===== config.mk =====
export PLATFORM = sky130hd
export DESIGN_NAME = mem_rr_arbiter
export DESIGN_NICKNAME = d
export VERILOG_FILES = /design/src/rtl/mem_rr_arbiter_pkg.sv /design/src/rtl/mem_rr_arbiter_rr_pick.sv /design/src/rtl/mem_rr_arbiter.sv
export SDC_FILE = /design/constraint.sdc
export NUM_CORES = 1
export LEC_CHECK = 0
export CORE_AREA = 2 2 106 108
export DETAILED_ROUTE_END_ITERATION = 7
export DIE_AREA = 0 0 108 110
export PLACE_DENSITY_LB_ADDON = 0.1
export SYNTH_ARGS = -nofsm -noshare
export SYNTH_HDL_FRONTEND = slang
export SYNTH_HIERARCHICAL = 1
export SYNTH_SLANG_ARGS = --single-unit

===== constraint.sdc =====
create_clock -name clk -period 4.05 [get_ports clk]
set_clock_uncertainty 0.2 [all_clocks]
set_input_delay 0.6075 -clock clk [delete_from_list [all_inputs] [get_ports clk]]
set_output_delay 0.6075 -clock clk [all_outputs]
set_load 0.01 [all_outputs]

===== src/rtl/mem_rr_arbiter_pkg.sv =====
// Shared types for the round-robin memory arbiter: memory transaction payload,
// boolean alias and the arbiter FSM state encoding.
package mem_rr_arbiter_pkg;

  localparam int unsigned MEM_DW = 8;
  localparam int unsigned MEM_AW = 8;

  typedef logic bool;

  typedef struct packed {
    logic [MEM_AW-1:0] addr;
    logic [MEM_DW-1:0] data;
    logic              wr;
  } mem_s;

  typedef enum logic [1:0] {
    IDLE,
    ISSUE,
    WAIT
  } arb_state_e;

endpackage


===== src/rtl/mem_rr_arbiter_rr_pick.sv =====
// Combinational round-robin picker: first set request at or after ptr, wrapping
// explicitly at N so non-power-of-2 requester counts work.
module mem_rr_arbiter_rr_pick #(
  parameter int unsigned N = 4
) (
  input  logic [N-1:0]         req,
  input  logic [$clog2(N)-1:0] ptr,
  output logic [N-1:0]         onehot,
  output logic [$clog2(N)-1:0] idx,
  output logic                 any
);

  localparam int unsigned IW = $clog2(N);

  logic [IW:0]   sum;
  logic [IW-1:0] j;

  always_comb begin
    onehot = '0;
    idx    = '0;
    any    = 1'b0;
    sum    = '0;
    j      = '0;
    for (int k = 0; k < N; k++) begin
      sum = {1'b0, ptr} + (IW+1)'(k);
      if (sum >= (IW+1)'(N)) sum = sum - (IW+1)'(N);
      j = sum[IW-1:0];
      if (!any && req[j]) begin
        any       = 1'b1;
        idx       = j;
        onehot[j] = 1'b1;
      end
    end
  end

endmodule


===== src/rtl/mem_rr_arbiter.sv =====
// Round-robin arbiter sharing one single-port memory among N_REQ requesters,
// one transaction in flight, read data returned on a per-requester pulse.
module mem_rr_arbiter
  import mem_rr_arbiter_pkg::*;
#(
  parameter int unsigned N_REQ      = 4,
  parameter int unsigned RD_LATENCY = 1
) (
  input  logic              clk,
  input  logic              rst_n,
  input  logic [N_REQ-1:0]  req_valid,
  input  mem_s              req_txn [N_REQ],
  output logic [N_REQ-1:0]  req_ready,
  output logic [N_REQ-1:0]  rsp_valid,
  output logic [MEM_DW-1:0] rsp_data,
  output logic              mem_en,
  output mem_s              mem_txn,
  input  logic [MEM_DW-1:0] mem_rdata,
  output bool               busy
);

  localparam int unsigned IW = $clog2(N_REQ);
  localparam int unsigned CW = $clog2(RD_LATENCY + 1);

  arb_state_e        state, state_d;
  logic [N_REQ-1:0]  grant, grant_d;
  logic [IW-1:0]     gidx, gidx_d;
  logic [IW-1:0]     rr_ptr, rr_ptr_d;
  logic [CW-1:0]     cnt, cnt_d;
  mem_s              mem_txn_d;
  logic              mem_en_d;
  logic [N_REQ-1:0]  req_ready_d, rsp_valid_d;
  logic [MEM_DW-1:0] rsp_data_d;
  bool               busy_d;

  logic [N_REQ-1:0]  pick_onehot;
  logic [IW-1:0]     pick_idx;
  logic              pick_any;

  mem_rr_arbiter_rr_pick #(.N(N_REQ)) u_pick (
    .req    (req_valid),
    .ptr    (rr_ptr),
    .onehot (pick_onehot),
    .idx    (pick_idx),
    .any    (pick_any)
  );

  // State register
  always_ff @(posedge clk or negedge rst_n) begin
    if (!rst_n) state <= IDLE;
    else        state <= state_d;
  end

  // Next state and next values of every registered output
  always_comb begin
    state_d     = state;
    grant_d     = grant;
    gidx_d      = gidx;
    rr_ptr_d    = rr_ptr;
    cnt_d       = cnt;
    mem_txn_d   = mem_txn;
    mem_en_d    = 1'b0;
    req_ready_d = '0;
    rsp_valid_d = '0;
    rsp_data_d  = rsp_data;
    case (state)
      IDLE: begin
        if (pick_any) begin
          grant_d     = pick_onehot;
          gidx_d      = pick_idx;
          mem_txn_d   = req_txn[pick_idx];
          mem_en_d    = 1'b1;
          req_ready_d = pick_onehot;
          state_d     = ISSUE;
        end
      end
      ISSUE: begin
        rr_ptr_d = (gidx == IW'(N_REQ - 1)) ? '0 : gidx + IW'(1);
        if (mem_txn.wr) begin
          state_d = IDLE;
        end else begin
          cnt_d   = CW'(RD_LATENCY);
          state_d = WAIT;
        end
      end
      WAIT: begin
        cnt_d = cnt - CW'(1);
        if (cnt == CW'(1)) begin
          rsp_data_d  = mem_rdata;
          rsp_valid_d = grant;
          state_d     = IDLE;
        end
      end
      default: state_d = IDLE;
    endcase
    busy_d = (state_d != IDLE);
  end

  // Datapath and output registers
  always_ff @(posedge clk or negedge rst_n) begin
    if (!rst_n) begin
      grant     <= '0;
      gidx      <= '0;
      rr_ptr    <= '0;
      cnt       <= '0;
      mem_txn   <= '0;
      mem_en    <= 1'b0;
      req_ready <= '0;
      rsp_valid <= '0;
      rsp_data  <= '0;
      busy      <= 1'b0;
    end else begin
      grant     <= grant_d;
      gidx      <= gidx_d;
      rr_ptr    <= rr_ptr_d;
      cnt       <= cnt_d;
      mem_txn   <= mem_txn_d;
      mem_en    <= mem_en_d;
      req_ready <= req_ready_d;
      rsp_valid <= rsp_valid_d;
      rsp_data  <= rsp_data_d;
      busy      <= busy_d;
    end
  end

endmodule

Yosys cells after proc, flatten, opt, wreduce, memory -nomap -nowiden
Cells that the tools add are included.
W data, S select, Z words.
- register bits: 46
- output and inout bits: 35
- logic and storage cells: 107
- add/sub/neg operators: 9
- order comparisons: 13
- eq/ne operators: 4
- mux-type cells: 48
- bitwise operators: 4
- reductions and logical operators: 16
- operators by type and width (cell ; count):
    $bmux W17 S2 ; 1
    $mux W17 ; 2
    $mux W4 ; 8
    $mux W2 ; 12
    $mux W1 ; 15
    $ge A3 B3 Y1 const B ; 4
    $lt A2 B3 Y1 const B ; 4
    $or A4 B4 Y4 ; 3
    $bmux W1 S2 ; 4
    $demux W1 S2 ; 4
    $ge A2 B1 Y1 const B ; 4
    $sub A2 B1 Y2 const B ; 4
    $logic_and A1 B1 Y1 ; 7
    $add A2 B2 Y3 const B ; 2
    $pmux W2 S3 ; 1
    $reduce_and A2 Y1 ; 3
    $eq A2 B2 Y1 const B ; 2
    $reduce_bool A2 Y1 ; 2
    $add A2 B1 Y3 const B ; 1
    $ge A2 B3 Y1 const B ; 1
    $logic_not A1 Y1 ; 3
    $not A2 Y3 ; 1
    $add A2 B1 Y2 const B ; 1
    $eq A2 B1 Y1 const B ; 1
    other kinds (4) ; 4

Longest topological paths before layout
- word-level depth: 18
- gate-level depth with buffers: 12

Modules after synthesis
Netlist, hierarchy kept.
- modules (own cells, without submodules) (module ; times used ; cells an instance ; area an instance (um2) ; seq. area each (um2)):
    mem_rr_arbiter ; 1 ; 126 ; 2199.6 ; 1151.1
    mem_rr_arbiter_rr_pick ; 1 ; 45 ; 421.7 ; 0.0

Worst setup path after synthesis
No wires, ideal clock.
- path type: register -> register
- from: reg rr_ptr[0]
- to: reg mem_txn[0] (netlist name)
- arrival: 2.926 ns
- setup slack: 0.799 ns
- stages on the path, launching flop included: 13
- buffers on the path: 4
- clock period less this slack: 3.251 ns
- path through: dfrtp_1 -> buf_6 -> inv_1 -> ha_1 -> mux4_2 -> buf_6 -> nor4b_4 -> nor2_1 -> a32o_1 -> buf_2 -> buf_1 -> mux4_2 -> mux2_4
- cells in the longest elaborated chain, start to end: 18
- elaborated cells between the ends (all ways): 42
- those cells by class: add/sub (7); order compare (4); mux (23); bitwise (1); reduce/logical (7)
- RTL lines (item ; RTL line ; text):
    start, declared ; mem_rr_arbiter.sv:28 ; logic [IW-1:0] rr_ptr, rr_ptr_d;
    start signal, assigned ; mem_rr_arbiter.sv:115 ; rr_ptr <= rr_ptr_d;
    branches (longest 13 deep; another with $add A2 B1 Y3) ; n/a ;
    $mux W2 * ; mem_rr_arbiter_rr_pick.sv:28 ; if (!any && req[j]) begin
    via pick_idx[1] ; mem_rr_arbiter.sv:37 ; logic [IW-1:0] pick_idx;
    $not A2 Y3 (implied by the code) * ; mem_rr_arbiter.sv:71 ; mem_txn_d = req_txn[pick_idx];
    $bmux W17 S2 * ; mem_rr_arbiter.sv:71 ;
    $mux W17 (implied by the code) * (2 in series) ; mem_rr_arbiter.sv:71 ;
    end signal, assigned ; mem_rr_arbiter.sv:117 ; mem_txn <= mem_txn_d;
    end, declared ; mem_rr_arbiter.sv:17 ; output mem_s mem_txn,
Mark *: on every way through the listed nets, which the timed path passes. The select of a mux whose other input is x is not followed.
A chain may end at the register's enable or synchronous reset.

Worst setup path after layout
- from: in req_valid[0]
- to: reg mem_txn[2] (netlist name)
- cells in the longest elaborated chain, start to end: 16
- elaborated cells between the ends (all ways): 27
- those cells by class: mux (19); bitwise (1); reduce/logical (7)
- RTL lines (item ; RTL line ; text):
    start, declared ; mem_rr_arbiter.sv:11 ; input logic [N_REQ-1:0] req_valid,
    $bmux W1 S2 ; mem_rr_arbiter_rr_pick.sv:28 ;
    $mux W1 (implied by the code) ; mem_rr_arbiter_rr_pick.sv:28 ;
    $mux W1 ; mem_rr_arbiter_rr_pick.sv:28 ;
    $logic_not A1 Y1 ; mem_rr_arbiter_rr_pick.sv:28 ;
    $logic_and A1 B1 Y1 ; mem_rr_arbiter_rr_pick.sv:28 ;
    $mux W1 ; mem_rr_arbiter_rr_pick.sv:28 ;
    $logic_not A1 Y1 ; mem_rr_arbiter_rr_pick.sv:28 ;
    $logic_and A1 B1 Y1 ; mem_rr_arbiter_rr_pick.sv:28 ;
    $mux W1 ; mem_rr_arbiter_rr_pick.sv:28 ;
    $logic_not A1 Y1 ; mem_rr_arbiter_rr_pick.sv:28 ;
    $logic_and A1 B1 Y1 ; mem_rr_arbiter_rr_pick.sv:28 ;
    $mux W2 * ; mem_rr_arbiter_rr_pick.sv:28 ;
    via pick_idx[0] ; mem_rr_arbiter.sv:37 ;
    $not A2 Y3 (implied by the code) * ; mem_rr_arbiter.sv:71 ;
    $bmux W17 S2 * ; mem_rr_arbiter.sv:71 ;
    $mux W17 (implied by the code) * (2 in series) ; mem_rr_arbiter.sv:71 ;
The timed path passes the listed nets; every way through them passes the cells marked *. The select of a mux whose other input is x is not followed.

==> flow_metrics.py <==
metrics = {
    "route": {
        "wl_per_cell_um": 14.52,
        "postRouteWirelength_mm": 6.216,
        "drt_first_iter_violations": 85,
        "drc": 0,
        "drtAntennaViolNets": 0,
        "dr.pass1.iters": 4,
        "num_vias": 1859,
        "vias_per_cell": 4.343,
    },
    "grt": {
        "grt_pass1_vias": 1974,
        "track_usage_pct": 10.72,
        "overflow": 0,
        "grt_first_pass_wirelength_mm": 10.05,
        "grt_max_degree": 47,
        "antenna_found_initial": 0,
    },
    "worst_setup_path": {
        "cp.arrival_ns": 3.57,
        "required_ns": 4.03,
        "slowest_stage": "mux4_1",
        "cp_top_family": "multiplexers",
        "critPathMaxStageDelay_ns": 0.64,
        "endpoint_kind": "register",
        "path_cells": "clkdlybuf4s50_1 -> mux4_1 -> nor2b_1 -> nor2_1 -> o31ai_4 -> buf_12 -> mux4_1 -> mux2_2",
        "critPathKind": "input pin to register",
        "cp_common_cell": "mux4_1",
        "cp-start-kind": "input pin",
        "critical_path_buf_inv_count": 2,
        "worstPathMaxFanout": 11,
    },
    "outcome": {
        "outcome": "finished clean",
    },
    "yosys": {
        "synth_nets": 259,
        "ys_seq_area_share_pct": 43.91,
        "synth-seq-cells": 46,
        "synth.top_cells.by_count": "dfrtp_1 (46), mux2_2 (24), mux4_2 (11)",
        "syn_area_mm2": 0.002621,
        "syn_avg_cell_area_um2": 15.33,
        "synth_area_leader_cell": "dfrtp_1",
        "synth_top_area_share_pct": 43.91,
        "ys_warn_count": 6,
        "synth_cells": 171,
        "synth_flop_cell": "dfrtp_1",
        "synthArstFlopShare_pct": 100.0,
        "synth.top_cells.by_area": "dfrtp_1 (44%), mux2_2 (10%), mux4_1 (10%)",
        "synth_most_common_cell": "dfrtp_1",
        "synthDistinctLibCells": 35,
        "synth_enable_flop_cells": 0,
    },
    "min_path": {
        "hp-class": "register to register",
    },
    "power_and_ir_drop": {
        "seqPwrFrac_pct": 24.9,
        "vdd_ir_drop_max_v": 0.0002580,
        "switchingPower_mw": 1.115,
        "swShare_pct": 34.37,
        "p_leak_nw": 1.629,
        "p_comb_share_pct": 64.6,
        "power-per-cell-area_mw_per_mm2": 805.6,
        "p_int_mw": 2.129,
        "p_clk_share_pct": 10.5,
    },
    "timing": {
        "timing.final.ws_setup_ns": 0.4667,
        "tightest_slew_ns": 1.044,
        "drv_slew": 0,
        "hold_viol": 0,
        "slew_headroom_pct": 30.38,
        "tns_ns": 0,
        "setup_viol": 0,
        "whs_ns": 0.2748,
        "fmax_ghz": 0.2791,
        "rsz0062_at_grt": "false",
        "fin_crit_sh_pct": 88.48,
        "min_period_ns": 3.583,
    },
    "placement": {
        "dp_worst_setup_slack_ns": 0.1057,
        "post-dp-hpwl_mm": 4.679,
        "finalWeightedCongestion": 0.7037,
        "io_buffer_count": 116,
        "post_dp_cell_area_mm2": 0.003916,
    },
    "floorplanning": {
        "rows": 38,
        "dieArea_mm2": 0.01188,
        "io-pin-count": 117,
        "coreArea_mm2": 0.01070,
        "fp.dieH_um": 110,
        "die_w_um": 108,
        "floorplan.initialDensity_pct": 24.50,
    },
    "cts": {
        "numCtsBuffers": 5,
        "post_cts_buffers": 0,
        "clockBufferDepth": 2,
        "post_cts_resized": 0,
        "cts_root_buf": "clkbuf_8",
        "clock_latency_ns": 0.29,
        "cts_tree": "yes",
        "cts_num_sinks": 46,
        "cts_max_level": 2,
        "clk_pin_slew_worst_paths_ns": 0.09,
        "hold_buffers": 0,
    },
    "final_layout": {
        "diodes": 0,
        "final_nets": 375,
        "drive_gt1_share_pct": 21.53,
        "syn_to_final_growth_pct": 53.60,
        "final_util_pct": 37.64,
        "fin_area_mm2": 0.004026,
    },
    "job": {
        "max_cap_viol_count": 0,
    },
}
==> layout make-up <==
type,count,area (um2)
Tap cell,140,175.2
Fill cell,1034,6671
Inverter,6,27.53
Clock buffer,6,72.57
Clock inverter,2,37.54
Timing Repair Buffer,120,1211
Sequential cell,46,1151
Multi-Input combinational cell,108,1351
==> state kept, by name, summed over array words and instances, names as in the netlist, 2 cells and up <==
signal and flops:
grant 4, gidx 2, rr_ptr 2, rsp_data 8
req_ready 4, mem_txn 17, rsp_valid 4, state 2
==> power groups by stage <==
stage / clock (mW) / sequential [mW] / combinational [mW]
floorplan: 0 / 0.875 / 1.42
global placement: 0 / 0.816 / 2.14
detailed placement: 0 / 0.814 / 2.14
CTS: 0.358 / 0.811 / 2.14
global route: 0.384 / 0.840 / 2.28
finish: 0.341 / 0.807 / 2.10
==> cells by family after synthesis <==
kind of cell | count (synthesis) | synth area share (%)
AOI/OAI and AO/OA | 21 | 5.680
adders and majority gates | 6 | 2.864
buffers and inverters | 17 | 5.059
DFF | 46 | 43.91
muxes | 57 | 36.13
and+or+nand+nor | 24 | 6.348
==> metrics by stage <==
stage,power (mW),instances
floorplan,2.298,171
global placement,2.951,420
detailed placement,2.951,420
CTS,3.306,428
global route,3.506,428
finish,3.244,428
==> routing by layer <==
metal	routed length (um)	vias to the layer above	track usage, %	part of all wire, %
li1	-	892	-	-
met1	2754	881	14.20	44
met2	2935	81	17.16	47
met3	476	5	3.292	7.7
met4	50	0	2.747	0.80
met5	0	-	0	0
==> cell usage in the layout, fill, tap and decap left out, types with 2 or more instances in the layout <==
cell type / count
and2_1: 8
nand2b_1: 4
clkdlybuf4s50_1: 115
clkbuf_8: 5
o211ai_1: 3
o21ai_0: 6
mux2_2: 24
nor2_1: 4
buf_4: 2
a22oi_1: 8
inv_1: 5
ha_1: 6
mux2_4: 9
buf_12: 2
dfrtp_1: 46
mux4_2: 11
mux4_1: 10
mux2i_1: 2
==> worst paths after layout <==
kind,from,to,slack [ns],cells past startpoint
setup / recovery,req_valid[0],mem_txn[2],0.47,8
hold / removal,grant[3],rsp_valid[3],0.27,1
setup reg to reg,rr_ptr[1],mem_txn[2],0.60,9
hold reg to reg,grant[3],rsp_valid[3],0.27,1
max in group asynchronous,rst_n,mem_txn[1],2.72,1
min in group asynchronous,rst_n,req_ready[0],0.29,1
Power figures use the tool's default switching activity.
